File: src/rtl/tinyalu_pkg.sv
// Shared definitions for the TinyALU command driver: opcodes, FSM states
// and the idle-gap LFSR.
package tinyalu_pkg;

  localparam logic [2:0] NO_OP  = 3'b000;
  localparam logic [2:0] ADD_OP = 3'b001;
  localparam logic [2:0] AND_OP = 3'b010;
  localparam logic [2:0] XOR_OP = 3'b011;
  localparam logic [2:0] MUL_OP = 3'b100;
  localparam logic [2:0] RST_OP = 3'b111;

  typedef enum logic [1:0] {
    ST_IDLE    = 2'd0,
    ST_ISSUE   = 2'd1,
    ST_ALU_RST = 2'd2,
    ST_GAP     = 2'd3
  } state_e;

  // 16-bit Fibonacci LFSR, taps 16,14,13,11 (bits 15,13,12,10).
  localparam logic [15:0] LFSR_SEED = 16'hACE1;
  localparam logic [15:0] LFSR_TAPS = 16'hB400;

  function automatic logic [15:0] lfsr_next(input logic [15:0] q);
    return {q[14:0], ^(q & LFSR_TAPS)};
  endfunction

endpackage

File: src/rtl/alu_cmd_fifo.sv
// Command FIFO, first-word-fall-through: rdata shows the head entry
// whenever empty is low, and pop simply advances to the next one.
module alu_cmd_fifo #(
  parameter int WIDTH = 19,
  parameter int DEPTH = 4
) (
  input  logic             clk,
  input  logic             reset,
  input  logic             push,
  input  logic [WIDTH-1:0] wdata,
  input  logic             pop,
  output logic [WIDTH-1:0] rdata,
  output logic             full,
  output logic             empty
);

  localparam int AW = $clog2(DEPTH);

  logic [WIDTH-1:0] mem [DEPTH];
  logic [AW:0]      wr_ptr;
  logic [AW:0]      rd_ptr;

  // Pointer update; the extra MSB separates full from empty.
  always_ff @(posedge clk) begin
    if (reset) begin
      wr_ptr <= '0;
      rd_ptr <= '0;
    end else begin
      if (push && !full) wr_ptr <= wr_ptr + (AW+1)'(1);
      if (pop && !empty) rd_ptr <= rd_ptr + (AW+1)'(1);
    end
  end

  // Storage write; contents need no reset because the pointers flush it.
  always_ff @(posedge clk) begin
    if (push && !full) mem[wr_ptr[AW-1:0]] <= wdata;
  end

  // Head word and occupancy flags.
  always_comb begin
    rdata = mem[rd_ptr[AW-1:0]];
    empty = (wr_ptr == rd_ptr);
    full  = (wr_ptr[AW] != rd_ptr[AW]) && (wr_ptr[AW-1:0] == rd_ptr[AW-1:0]);
  end

endmodule

File: src/rtl/alu_cmd_driver.sv
// TinyALU command driver: buffers commands, issues them to the ALU with the
// start/done handshake (or pulses the ALU reset for rst_op), copies each
// issued command to a predictor port and spaces operations with idle gaps.
//
// Handshakes: a transfer happens on a rising edge where valid && ready are
// both high. Once valid is raised, the payload is held stable and valid stays
// high until that transfer; ready may change freely.
module alu_cmd_driver
  import tinyalu_pkg::*;
#(
  parameter int DATA_W     = 8,
  parameter int FIFO_DEPTH = 4,
  parameter int GAP_W      = 2,
  parameter int TIMEOUT    = 255,
  parameter int RST_CYC    = 2
) (
  input  logic              clk,
  input  logic              reset,
  input  logic              cmd_valid,
  output logic              cmd_ready,
  input  logic [2:0]        cmd_op,
  input  logic [DATA_W-1:0] cmd_a,
  input  logic [DATA_W-1:0] cmd_b,
  output logic              alu_reset_n,
  output logic              alu_start,
  output logic [2:0]        alu_op,
  output logic [DATA_W-1:0] alu_a,
  output logic [DATA_W-1:0] alu_b,
  input  logic              alu_done,
  output logic              pred_valid,
  input  logic              pred_ready,
  output logic [2:0]        pred_op,
  output logic [DATA_W-1:0] pred_a,
  output logic [DATA_W-1:0] pred_b,
  input  logic              gap_mode,
  input  logic [GAP_W-1:0]  gap_cfg,
  output logic              busy,
  output logic              timeout_err,
  output state_e            dbg_state
);

  localparam int FW = 3 + 2*DATA_W;
  localparam int TW = $clog2(TIMEOUT + 1);
  localparam int RW = $clog2(RST_CYC + 1);

  state_e            state_q, state_d;
  logic [FW-1:0]     fifo_rdata;
  logic              fifo_full, fifo_empty, fifo_push, fifo_pop;
  logic              head_seen_q;
  logic              pop_ok, enter_gap, set_tout;
  logic [2:0]        head_op;
  logic [DATA_W-1:0] head_a, head_b;
  logic [TW-1:0]     tcnt_q;
  logic [RW-1:0]     rcnt_q;
  logic [GAP_W-1:0]  gapcnt_q;
  logic [15:0]       lfsr_q;

  assign cmd_ready = !fifo_full && !reset;
  assign fifo_push = cmd_valid && cmd_ready;
  assign {head_op, head_a, head_b} = fifo_rdata;
  assign dbg_state = state_q;

  // The head word must have been present for one full cycle before it is
  // taken, which fixes acceptance-to-start at two cycles without slowing
  // back-to-back issue from a non-empty FIFO.
  assign pop_ok = !fifo_empty && head_seen_q && (!pred_valid || pred_ready);

  alu_cmd_fifo #(
    .WIDTH (FW),
    .DEPTH (FIFO_DEPTH)
  ) u_fifo (
    .clk   (clk),
    .reset (reset),
    .push  (fifo_push),
    .wdata ({cmd_op, cmd_a, cmd_b}),
    .pop   (fifo_pop),
    .rdata (fifo_rdata),
    .full  (fifo_full),
    .empty (fifo_empty)
  );

  // FSM state register.
  always_ff @(posedge clk) begin
    if (reset) state_q <= ST_IDLE;
    else       state_q <= state_d;
  end

  // Next-state logic and the strobes that steer the datapath.
  always_comb begin
    state_d  = state_q;
    fifo_pop = 1'b0;
    set_tout = 1'b0;
    unique case (state_q)
      ST_IDLE: begin
        if (pop_ok) begin
          fifo_pop = 1'b1;
          state_d  = (head_op == RST_OP) ? ST_ALU_RST : ST_ISSUE;
        end
      end
      ST_ISSUE: begin
        if (alu_done || (alu_op == NO_OP)) begin
          state_d = ST_GAP;
        end else if (tcnt_q == TW'(TIMEOUT - 1)) begin
          state_d  = ST_GAP;
          set_tout = 1'b1;
        end
      end
      ST_ALU_RST: begin
        if (rcnt_q <= RW'(1)) state_d = ST_GAP;
      end
      ST_GAP: begin
        if (gapcnt_q == '0) state_d = ST_IDLE;
      end
      default: state_d = ST_IDLE;
    endcase
    enter_gap = (state_d == ST_GAP) && (state_q != ST_GAP);
  end

  // Outputs decoded from the current state.
  always_comb begin
    alu_start   = (state_q == ST_ISSUE);
    alu_reset_n = !reset && (state_q != ST_ALU_RST);
    busy        = (state_q != ST_IDLE) || !fifo_empty;
  end

  // Datapath: ALU and predictor registers, counters, LFSR, sticky error.
  always_ff @(posedge clk) begin
    if (reset) begin
      alu_op      <= '0;
      alu_a       <= '0;
      alu_b       <= '0;
      pred_valid  <= 1'b0;
      pred_op     <= '0;
      pred_a      <= '0;
      pred_b      <= '0;
      tcnt_q      <= '0;
      rcnt_q      <= '0;
      gapcnt_q    <= '0;
      lfsr_q      <= LFSR_SEED;
      timeout_err <= 1'b0;
      head_seen_q <= 1'b0;
    end else begin
      lfsr_q      <= lfsr_next(lfsr_q);
      head_seen_q <= !fifo_empty;

      if (fifo_pop) begin
        pred_valid <= 1'b1;
        pred_op    <= head_op;
        pred_a     <= head_a;
        pred_b     <= head_b;
      end else if (pred_ready) begin
        pred_valid <= 1'b0;
      end

      if (fifo_pop && (head_op != RST_OP)) begin
        alu_op <= head_op;
        alu_a  <= head_a;
        alu_b  <= head_b;
      end

      if (fifo_pop)                 tcnt_q <= '0;
      else if (state_q == ST_ISSUE) tcnt_q <= tcnt_q + TW'(1);

      if (fifo_pop && (head_op == RST_OP)) rcnt_q <= RW'(RST_CYC);
      else if (state_q == ST_ALU_RST)      rcnt_q <= rcnt_q - RW'(1);

      if (enter_gap)
        gapcnt_q <= gap_mode ? lfsr_q[GAP_W-1:0] : gap_cfg;
      else if ((state_q == ST_GAP) && (gapcnt_q != '0))
        gapcnt_q <= gapcnt_q - GAP_W'(1);

      if (set_tout) timeout_err <= 1'b1;
    end
  end

endmodule

File: config.mk
export PLATFORM = sky130hd
export DESIGN_NAME = alu_cmd_driver
export DESIGN_NICKNAME = d
export VERILOG_FILES = /design/src/rtl/tinyalu_pkg.sv /design/src/rtl/alu_cmd_fifo.sv /design/src/rtl/alu_cmd_driver.sv
export SDC_FILE = /design/constraint.sdc
export NUM_CORES = 1
export LEC_CHECK = 0
export BUFFER_PORTS_ARGS = -buffer_cell sky130_fd_sc_hd__buf_2
export CAP_MARGIN = 20
export CORE_ASPECT_RATIO = 1.25
export CORE_UTILIZATION = 50
export DETAILED_ROUTE_END_ITERATION = 8
export PLACE_DENSITY = 0.7
export SYNTH_ARGS = -nofsm -noshare
export SYNTH_HDL_FRONTEND = slang
export SYNTH_SLANG_ARGS = --single-unit
File: constraint.sdc
create_clock -name clk -period 5.35 [get_ports clk]
set_input_delay 0.8025 -clock clk [delete_from_list [all_inputs] [get_ports clk]]
set_output_delay 0.8025 -clock clk [all_outputs]
set_load 0.03 [all_outputs]
# [Word level (Yosys, flattened, before mapping)]
# Memories as Yosys holds them, arrays and structs flattened. A register that Yosys moved wholly into a read port is not among the register bits.
# Cells that the tools add are included.
# W data, S select, Z words.
[op_classes] eq_ne=12 reduce_logical=30 n_mux=23 n_addsub=5 order_cmp=1
[ops] operator="$mux W2" n=13
[ops] operator="$reduce_xor A16 Y1" n=1
[ops] operator="$logic_and A1 B1 Y1" n=12
[ops] operator="$reduce_bool A2 Y1" n=5
[ops] operator="$mux W1" n=9
[ops] operator="$add A8 B1 Y8 const B" n=1
[ops] operator="$eq A8 B8 Y1 const B" n=1
[ops] operator="$pmux W2 S4" n=1
[ops] operator="$add A3 B1 Y3 const B" n=2
[ops] operator="$eq A2 B2 Y1 const B" n=3
[ops] operator="$logic_not A1 Y1" n=4
[ops] operator="$logic_not A2 Y1" n=2
[ops] operator="$ne A2 B2 Y1 const B" n=2
[ops] operator="$reduce_or A2 Y1" n=2
[ops] operator="$sub A2 B1 Y2 const B" n=2
[ops] operator="$eq A3 B3 Y1" n=1
[ops] operator="$eq A3 B3 Y1 const B" n=1
[ops] operator="$logic_not A3 Y1" n=1
[ops] operator="$logic_or A1 B1 Y1" n=3
[ops] operator="$ne A3 B3 Y1 const B" n=1
[ops] operator="$eq A2 B1 Y1 const B" n=1
[ops] operator="$eq A2 B2 Y1" n=1
[ops] operator="$le A2 B1 Y1 const B" n=1
[ops] operator="$ne A1 B1 Y1" n=1
[word_totals] out_inout_bits=46 reg_bits=77 elab_cells=89 inputBits=27 memories=1 mem_bits_rw=76
[memory_table] name="u_fifo.mem" depth=4 word_bits=19 read_ports=1 rd_ports_with_merged_regs=1 wr=1 line_no="alu_cmd_fifo.sv:19" text="logic [WIDTH-1:0] mem [DEPTH];"

# [Longest topological paths before layout]
# Gate-level depths: netlist (run 1).
[logic_depth] word_depth=9 depth_mapped=8 mapped_depth_nobuf=7

# [Hierarchy]
# From an unflattened synthesis (run 1), not the netlist that was laid out.
[hier_totals] hier_cells=470 hier_area_um2=5933.2
[modules_own_cells] mod="alu_cmd_fifo" area_per_inst_um2=3313.2 cells_each=167 n_inst=1
[modules_own_cells] mod="alu_cmd_driver" area_per_inst_um2=2620.0 cells_each=303 n_inst=1

# [Worst setup path before layout (run 1)]
# OpenSTA, ideal clock, no wires.
[synth_path] path_kind="input to output" startpoint="input port reset" endpoint="output port cmd_ready" setup_slack_ns=2.830 n_path_buf=2 t_required_ns=4.548 path_stages=3 t_arrival_ns=1.718 path_cell_list="clkbuf_1 buf_1 a31oi_1"
[synth_via] elab_chain_cells=2
[synth_rtl] item="start: declaration" line_no="alu_cmd_driver.sv:18" text="input logic reset,"
[synth_rtl] item="$logic_not A1 Y1" line_no="alu_cmd_driver.sv:58" text="assign cmd_ready = !fifo_full && !reset;"
[synth_rtl] item="$logic_and A1 B1 Y1" line_no="alu_cmd_driver.sv:58"
[synth_rtl] item="end: declaration" line_no="alu_cmd_driver.sv:20" text="output logic cmd_ready,"
# No other way between the ends.

# [Worst setup path in the final report (run 1)]
[layout_path] startpoint="register u_fifo.wr_ptr[2]" endpoint="register gapcnt_q[0]"
[layout_via] elab_chain_cells=9 word_cells_on_any_way=10
[layout_rtl] item="start: declaration" line_no="alu_cmd_fifo.sv:20" text="logic [AW:0] wr_ptr;"
[layout_rtl] item="start signal: assignment" line_no="alu_cmd_fifo.sv:29" text="if (push && !full) wr_ptr <= wr_ptr + (AW+1)'(1);"
[layout_rtl] item="$eq A3 B3 Y1 *" line_no="alu_cmd_fifo.sv:42" text="empty = (wr_ptr == rd_ptr);"
[layout_rtl] item="$logic_not A1 Y1 *" line_no="alu_cmd_driver.sv:66" text="assign pop_ok = !fifo_empty && head_seen_q && (!pred_valid || pred_ready);"
[layout_rtl] item="$logic_and A1 B1 Y1 * (2 in a row)" line_no="alu_cmd_driver.sv:66"
[layout_rtl] item="$mux W2 *" line_no="alu_cmd_driver.sv:95" text="if (pop_ok) begin"
[layout_rtl] item="$pmux W2 S4 *" line_no="alu_cmd_driver.sv:93" text="unique case (state_q)"
[layout_rtl] item="$eq A2 B2 Y1 *" line_no="alu_cmd_driver.sv:116" text="enter_gap = (state_d == ST_GAP) && (state_q != ST_GAP);"
[layout_rtl] item="$logic_and A1 B1 Y1 *" line_no="alu_cmd_driver.sv:116"
[layout_rtl] item="$mux W2 / $reduce_bool A2 Y1 (equally long branches)"
[layout_rtl] item="end signal: assignment" line_no="alu_cmd_driver.sv:168" text="gapcnt_q <= gap_mode ? lfsr_q[GAP_W-1:0] : gap_cfg;"
[layout_rtl] item="end signal: assignment" line_no="alu_cmd_driver.sv:170" text="gapcnt_q <= gapcnt_q - GAP_W'(1);"
[layout_rtl] item="end: declaration" line_no="alu_cmd_driver.sv:55" text="logic [GAP_W-1:0] gapcnt_q;"
# Every way passes the cells marked *; elsewhere a longest branch is shown, timed or not.
# A chain may end at the register's enable or synchronous reset.

==> flow_metrics.tcl, run 1 <==
set metrics [dict create \
    outcome "completed" \
    crit_required_ns 5.67 \
    rrSetupSlack_ns 2.57 \
    postSynthAreaPerCell_um2 14.25 \
    reg2reg_from "u_fifo.wr_ptr[2]$_SDFFE_PP0N_" \
    crit_slowest_cell "o311ai_4" \
    path_cells "xor2_1 > o311ai_4 > buf_4 > nand2b_4 > a22oi_1 > o21ai_0" \
    wl_um 10350 \
    path_buf_inv 1 \
    start_util 0.5198 \
    clk_latency_ns 0.41 \
    synth-edff-count 76 \
    gr-usage-met2 0.3261 \
    max-cap-violations 0 \
    final_nets 520 \
    fillers 871 \
    drive_gt1_frac 0.2716 \
    die_w_um 98.70 \
    dpl.hpwl_um 6420 \
    met3_usage 0.05182 \
    max_clock_freq_ghz 0.3603 \
    cts_tree "yes" \
    cp_num_cells 6 \
    area_delta_synth_final_pct 17.41 \
    cts_root_buffer "clkbuf_16" \
    yosysSeqAreaShare 0.6611 \
    worstPathArrival_ns 3.09 \
    antenna_cells 0 \
    fin_crit_sh 0.5187 \
    yosys_warnings 0 \
    vdd_drop_max_v 0.0001908 \
    post_cts_resized 0 \
    die_h_um 122.9 \
    ctsHoldBuffers 0 \
    finalHoldViolations 0 \
    grt_pass1_wl_um 17130 \
    synth.net_count 446 \
    leakage_uw 0.002874 \
    ys_ff_latch 155 \
    rows 43 \
    postCtsSetupBuffers 0 \
    core_area_mm2 0.01124 \
    grt_pass1_vias 3381 \
    antenna_found_initial 0 \
    critPathKind "flip-flop to flip-flop" \
    place_area_mm2 0.006289 \
    die-area_mm2 0.01213 \
    r2r_cells 6 \
    period_needed_ns 2.775 \
    fin_area_mm2 0.006862 \
    rsz0062_at_grt "false" \
    multiInputGateArea_mm2 0.001828 \
    endpoint "gapcnt_q[0]$_SDFFE_PP0P_" \
    syn_inst 410 \
    vias 3359 \
    top_usage_layer "met2" \
    vias_per_cell 5.315 \
    drtAntennaViolNets 0 \
    cpLargestDelayFamily "compound AO/OA/AOI/OAI gates" \
    grt_max_degree 75 \
    cts.sinks 155 \
    powerDensity_mw_per_mm2 410.9 \
    synthArstFlopShare 0 \
    synthFlopType "dfxtp_1" \
    synth.cell_area_mm2 0.005844 \
    drtPass1Iterations 4 \
    hp-class "flip-flop to flip-flop" \
    drc 0 \
    route.detailed.wl_per_inst_um 16.38 \
    drt-initial-drc-count 156 \
    grtUsageMet1 0.2324 \
    cp_max_fo 21 \
    synth_cell_type_count 42 \
    timing.critical_path.from "u_fifo.wr_ptr[2]$_SDFFE_PP0N_" \
    gp_congestion 0.7205 \
    maxSlewViolCount 0 \
    tns_ns 0 \
    end_kind "flip-flop" \
    finalSetupViolations 0 \
    cts_made_buffers 17 \
    relSlewSlack 0.3071 \
    grt_usage 0.1896 \
    cpPeakStageDelay_ns 0.90 \
    ios 73 \
    max_slew.worst_pin.slew_ns 1.039 \
    grt_remaining_overflow 0 \
    clkTransAtPathRegs_ns 0.06 \
    r2r_end "gapcnt_q[0]$_SDFFE_PP0P_" \
    numPortBuffers 72 \
    cts_buffer_depth 2 \
    htree_num_levels 4 \
    start_kind "flip-flop" \
    regArea_mm2 0.003864 \
    skew_ns 0.01046 \
]
-- layout make-up --
type / instances / share of cell area
sequential: 155 / 0.5631
clock inverter: 12 / 0.01441
inverter: 12 / 0.006565
timing repair buffer: 76 / 0.05981
tap: 135 / 0.02462
clock buffer: 20 / 0.06510
multi-input combinational: 222 / 0.2664
-- per-stage QoR --
step / total power, uW / hold slack, ns / cells / setup WS [ns] / util
5_1_grt: 2941 / 0.4245 / 632 / 2.395 / 0.6102
4_1_cts: 2844 / 0.4103 / 631 / 2.513 / 0.6078
6_report: 2819 / 0.4091 / 632 / 2.575 / 0.6102
3_5_place_dp: 1747 / 0.3951 / 599 / 2.520 / 0.5593
3_3_place_gp: 1735 / 0.3934 / 599 / 2.539 / 0.5593
2_1_floorplan: 1653 / 0.3895 / 410 / 2.830 / -
-- power by group --
| group | internal (uW) | switching (uW) | total (uW) |
|---|---|---|---|
| Sequential | 1310 | 50.3 | 1360 |
| Combinational | 142 | 214 | 356 |
| Clock | 648 | 452 | 1100 |
-- registers in the layout, summed over array words and instances (netlist names), named ones only --
register / cells
u_fifo.mem: 76
rcnt_q: 2
alu_op: 3
tcnt_q: 8
alu_a: 8
pred_op: 3
timeout_err: 1
pred_valid: 1
lfsr_q: 16
pred_a: 8
pred_b: 8
gapcnt_q: 2
head_seen_q: 1
dbg_state: 2
u_fifo.rd_ptr: 3
alu_b: 8
u_fifo.wr_ptr: 3
-- cell families after synthesis --
logic type,Yosys count,share of synthesized area
AND/OR/NAND/NOR,110,0.09206
buffers and inverters,33,0.02783
adder cells (fa/ha/maj),9,0.01927
AO/OA/AOI/OAI,25,0.02997
multiplexers,57,0.1383
XOR/XNOR,21,0.03147
flip-flops,155,0.6611
-- layout by cell type (no fill, tap or decap), drive strengths merged, types with 3 or more instances in the layout --
cell type,Yosys,layout
and2,4,4
nor2b,10,10
nand2b,4,4
clkbuf,10,20
clkinv,0,8
inv,12,13
or2,8,8
a211oi,5,5
xnor2,9,9
mux2i,38,38
dfxtp,79,79
xor2,12,12
a21oi,9,9
nor2,61,61
nand4,3,3
mux4,19,19
edfxtp,76,76
nand2,8,8
ha,9,9
buf,11,76
-- synth_stat cells (all sizes together), types with 3 or more instances --
| library cell | count | area share |
|---|---|---|
| a211oi | 5 | 0.0064 |
| a21oi | 9 | 0.0077 |
| and2 | 4 | 0.0043 |
| buf | 11 | 0.013 |
| clkbuf | 10 | 0.0066 |
| dfxtp | 79 | 0.27 |
| edfxtp | 76 | 0.39 |
| ha | 9 | 0.019 |
| inv | 12 | 0.0077 |
| mux2i | 38 | 0.065 |
| mux4 | 19 | 0.073 |
| nand2 | 8 | 0.0051 |
| nand2b | 4 | 0.0056 |
| nand4 | 3 | 0.0032 |
| nor2 | 61 | 0.039 |
| nor2b | 10 | 0.011 |
| or2 | 8 | 0.0086 |
| xnor2 | 9 | 0.013 |
| xor2 | 12 | 0.018 |
-- worst register-to-register path: stages (launching register included) --
cell and delay [ns]:
dfxtp_1 0.33, xor2_1 0.23, o311ai_4 0.90, buf_4 0.41, nand2b_4 0.45, a22oi_1 0.19
o21ai_0 0.19
-- how the worst min path moves through the flow --
stage / to / cells past startpoint / slack (ns) / startpoint
after CTS: lfsr_q[6]$_SDFF_PP1_ / 1 / 0.41 / lfsr_q[5]$_SDFF_PP1_
after detailed placement: lfsr_q[15]$_SDFF_PP1_ / 1 / 0.40 / lfsr_q[14]$_SDFF_PP0_
after floorplan: lfsr_q[10]$_SDFF_PP1_ / 1 / 0.39 / lfsr_q[9]$_SDFF_PP0_
final: lfsr_q[6]$_SDFF_PP1_ / 1 / 0.41 / lfsr_q[5]$_SDFF_PP1_
after global routing: lfsr_q[10]$_SDFF_PP1_ / 1 / 0.42 / lfsr_q[9]$_SDFF_PP0_
after global placement: lfsr_q[10]$_SDFF_PP1_ / 1 / 0.39 / lfsr_q[9]$_SDFF_PP0_
-- per-layer routing --
layer	up-vias	wire (um)
li1	1617	-
met5	-	0
met1	1663	4626
met2	77	5200
met4	0	46
met3	2	479
Note: power is estimated with default switching activity, not from simulation.
==> inputs of run 2 (changes only) <==
--- a/config.mk
+++ b/config.mk
@@ -5,6 +5,7 @@
 export SDC_FILE = /design/constraint.sdc
 export NUM_CORES = 1
 export LEC_CHECK = 0
+export ABC_AREA = 1
 export BUFFER_PORTS_ARGS = -buffer_cell sky130_fd_sc_hd__buf_2
 export CAP_MARGIN = 20
 export CORE_ASPECT_RATIO = 1.25
==> constraint.sdc (replaced) <==
create_clock -name clk -period 2.9 [get_ports clk]
set_input_delay 0.435 -clock clk [delete_from_list [all_inputs] [get_ports clk]]
set_output_delay 0.435 -clock clk [all_outputs]
set_load 0.03 [all_outputs]
==> run 2 against run 1 <==
Effect of this change:
- synthesized cell count rose by 40%
- hold slack got worse by 0.18 ns
- total power rose by 110%
- non-clock buffer count rose by 4
- register-to-register slack got worse by 1.8 ns
- largest power group unchanged
- global-route usage rose by 1.8 points
- die area rose by 2.7%
- largest cell class unchanged
- design area rose by 4.2%
- critical path type unchanged
==> flow_metrics.tcl, run 2 <==
set metrics [dict create \
    yosys_warnings 0 \
    cts_made_buffers 17 \
    skew_ns 0.01361 \
    grt_remaining_overflow 0 \
    grt_pass1_wl_um 19780 \
    drc 0 \
    clkTransAtPathRegs_ns 0.07 \
    synth.cell_area_mm2 0.006005 \
    final_nets 683 \
    antenna_found_initial 0 \
    die_h_um 124.5 \
    ys_ff_latch 155 \
    powerDensity_mw_per_mm2 836.8 \
    wl_um 12280 \
    synth_top_area_frac 0.3801 \
    min_from "cmd_a[7]" \
    synthArstFlopShare 0 \
    finalSetupViolations 0 \
    min_to "u_fifo.mem[0][15]$_DFFE_PP_" \
    die_w_um 100.0 \
    ctsHoldBuffers 0 \
    whs_path_depth 1 \
    fin_area_mm2 0.007149 \
    cts_root_buffer "clkbuf_16" \
    core_area_mm2 0.01167 \
    final_cells 821 \
    yosys.area.top_type "edfxtp_1" \
    start_util 0.5145 \
    fin_ws_ns 0.7618 \
    rrSetupSlack_ns 0.76 \
    cts.sinks 155 \
    post_cts_resized 0 \
    yosysSeqAreaShare 0.6435 \
    cp_max_fo 38 \
    area_delta_synth_final_pct 19.07 \
    grt_pass1_vias 4136 \
    place_area_mm2 0.006494 \
    start_kind "flip-flop" \
    yosysMostFrequentCell "nor2_1" \
    drt-initial-drc-count 190 \
    fin_crit_sh 0.7373 \
    ios 73 \
    drtPass1Iterations 5 \
    dpl.hpwl_um 8038 \
    tns_ns 0 \
    placedCellCount 789 \
    final_cell_mix "84 x nor2_1, 79 x dfxtp_1, 76 x edfxtp_1" \
    rsz0062_at_grt "false" \
    cts_buffer_depth 2 \
    synth-edff-count 76 \
    r2r_end "alu_a[5]$_SDFFE_PP0P_" \
    synthFlopType "dfxtp_1" \
    r2r_cells 9 \
    drive_gt1_frac 0.2318 \
    finalHoldViolations 0 \
    vias 4206 \
    maxSlewViolCount 0 \
    synth.net_count 609 \
    worstPathArrival_ns 2.47 \
    numPortBuffers 72 \
    die-area_mm2 0.01245 \
    grt_usage 0.2080 \
    critPathKind "flip-flop to flip-flop" \
    dp_slack_ns 0.8162 \
    route.detailed.wl_per_inst_um 14.96 \
    period_needed_ns 2.138 \
    power.total_uw 5983 \
    crit_required_ns 3.23 \
    antenna_cells 0 \
    leakage_uw 0.002995 \
    syn_inst 573 \
    htree_num_levels 4 \
    synth_common_cells "84 x nor2_1, 79 x dfxtp_1, 76 x edfxtp_1" \
    drtAntennaViolNets 0 \
    vias_per_cell 5.123 \
    end_kind "flip-flop" \
    relSlewSlack 0.6112 \
    fillers 971 \
    clk_latency_ns 0.42 \
    max-cap-violations 0 \
    vdd_drop_max_v 0.0003407 \
    gp_congestion 0.8310 \
    max_slew.worst_pin.slew_ns 0.5824 \
    largest_reg_flops 76 \
    synth_cell_type_count 35 \
    rows 44 \
    synth.area.top_cells "edfxtp_1 38%, dfxtp_1 26%, nor2_1 5.3%, o21ai_0 5.1%, inv_1 4.0%" \
    final_common_cell "nor2_1" \
    postSynthAreaPerCell_um2 10.48 \
    cts_tree "yes" \
    grt_max_degree 45 \
    hp-class "input pin to flip-flop" \
    outcome "completed" \
    max_clock_freq_ghz 0.4677 \
    postCtsSetupBuffers 0 \
]
## run 2: cell types whose count changed in the layout (fill, tap and decap cells not counted), sizes merged, moves of 7 or more
cell / change
o21ai: +60
inv: +58
nand2: +46
mux2i: -37
a21oi: +28
nor2: +28
mux4: -19
o22ai: +16
nand3: +11
a211oi: +10
nor2b: -10
xnor2: -8
xor2: -7
## run 2: critical path, stage by stage, from the launching register on
cell      delay [ns]
dfxtp_1         0.45
inv_2           0.51
nand2_1         0.12
nand3_1         0.11
nand2_1         0.10
nand3_2         0.10
nand2_4         0.08
inv_4           0.30
nor2_1          0.12
a211oi_2        0.16
## run 2: layout make-up
class | count | area [um2] | share of cell area
sequential | 155 | 3864 | 0.5404
multi-input combinational | 321 | 1730 | 0.2420
clock buffer | 24 | 526.8 | 0.07368
timing repair buffer | 80 | 420.4 | 0.05880
inverter | 72 | 277.8 | 0.03885
tap | 161 | 201.4 | 0.02818
clock inverter | 8 | 128.9 | 0.01803
## run 2: where the power goes
part | leakage [uW] | total [uW] | switching [uW] | internal (uW)
clock | 0.000319 | 2380 | 842 | 1540
sequential | 0.00134 | 2560 | 106 | 2460
combinational | 0.00134 | 1040 | 737 | 300
total | 0.00300 | 5980 | 1690 | 4300
## run 2: worst max-delay path by stage
stage,startpoint,to,slack [ns],cells past startpoint
3_3_place_gp,flip-flop,alu_b[1]$_SDFFE_PP0P_,0.93,9
6_report,flip-flop,alu_a[5]$_SDFFE_PP0P_,0.76,9
2_1_floorplan,u_fifo.wr_ptr[0]$_SDFFE_PP0N_,u_fifo.mem[3][0]$_DFFE_PP_,0.56,8
4_1_cts,flip-flop,alu_a[5]$_SDFFE_PP0P_,0.77,9
5_1_grt,flip-flop,alu_b[0]$_SDFFE_PP0P_,0.52,9
3_5_place_dp,flip-flop,alu_b[0]$_SDFFE_PP0P_,0.82,9
## run 2: stage by stage
stage	hold WS (ns)	utilization
3_5_place_dp	0.3932	0.5564
4_1_cts	0.2181	0.6126
3_3_place_gp	0.3909	0.5564
2_1_floorplan	0.3883	-
5_1_grt	0.2211	0.6126
6_report	0.2303	0.6126
## run 2: cells by family (layout without fill, tap and decap cells)
kind of cell	count (synthesis)	in the layout	share of synthesized area
and+or+nand+nor	172	172	0.1259
DFF	155	155	0.6435
AOI/OAI and AO/OA	133	133	0.1332
buffers and inverters	97	184	0.06835
adders and majority gates	9	9	0.01875
xor gates and xnor gates	6	6	0.008752
muxes	1	1	0.001667
## run 2: metal layers
layer  routed length (um)  global-route usage  part of all wire  vias to the layer above
met3                  463             0.05443             0.038                       22
li1                     -                   -                 -                     2082
met5                    0                   0                 0                        -
met1                 5341              0.2494              0.43                     2003
met4                  348              0.1057             0.028                        0
met2                 6128              0.3424              0.50                       99
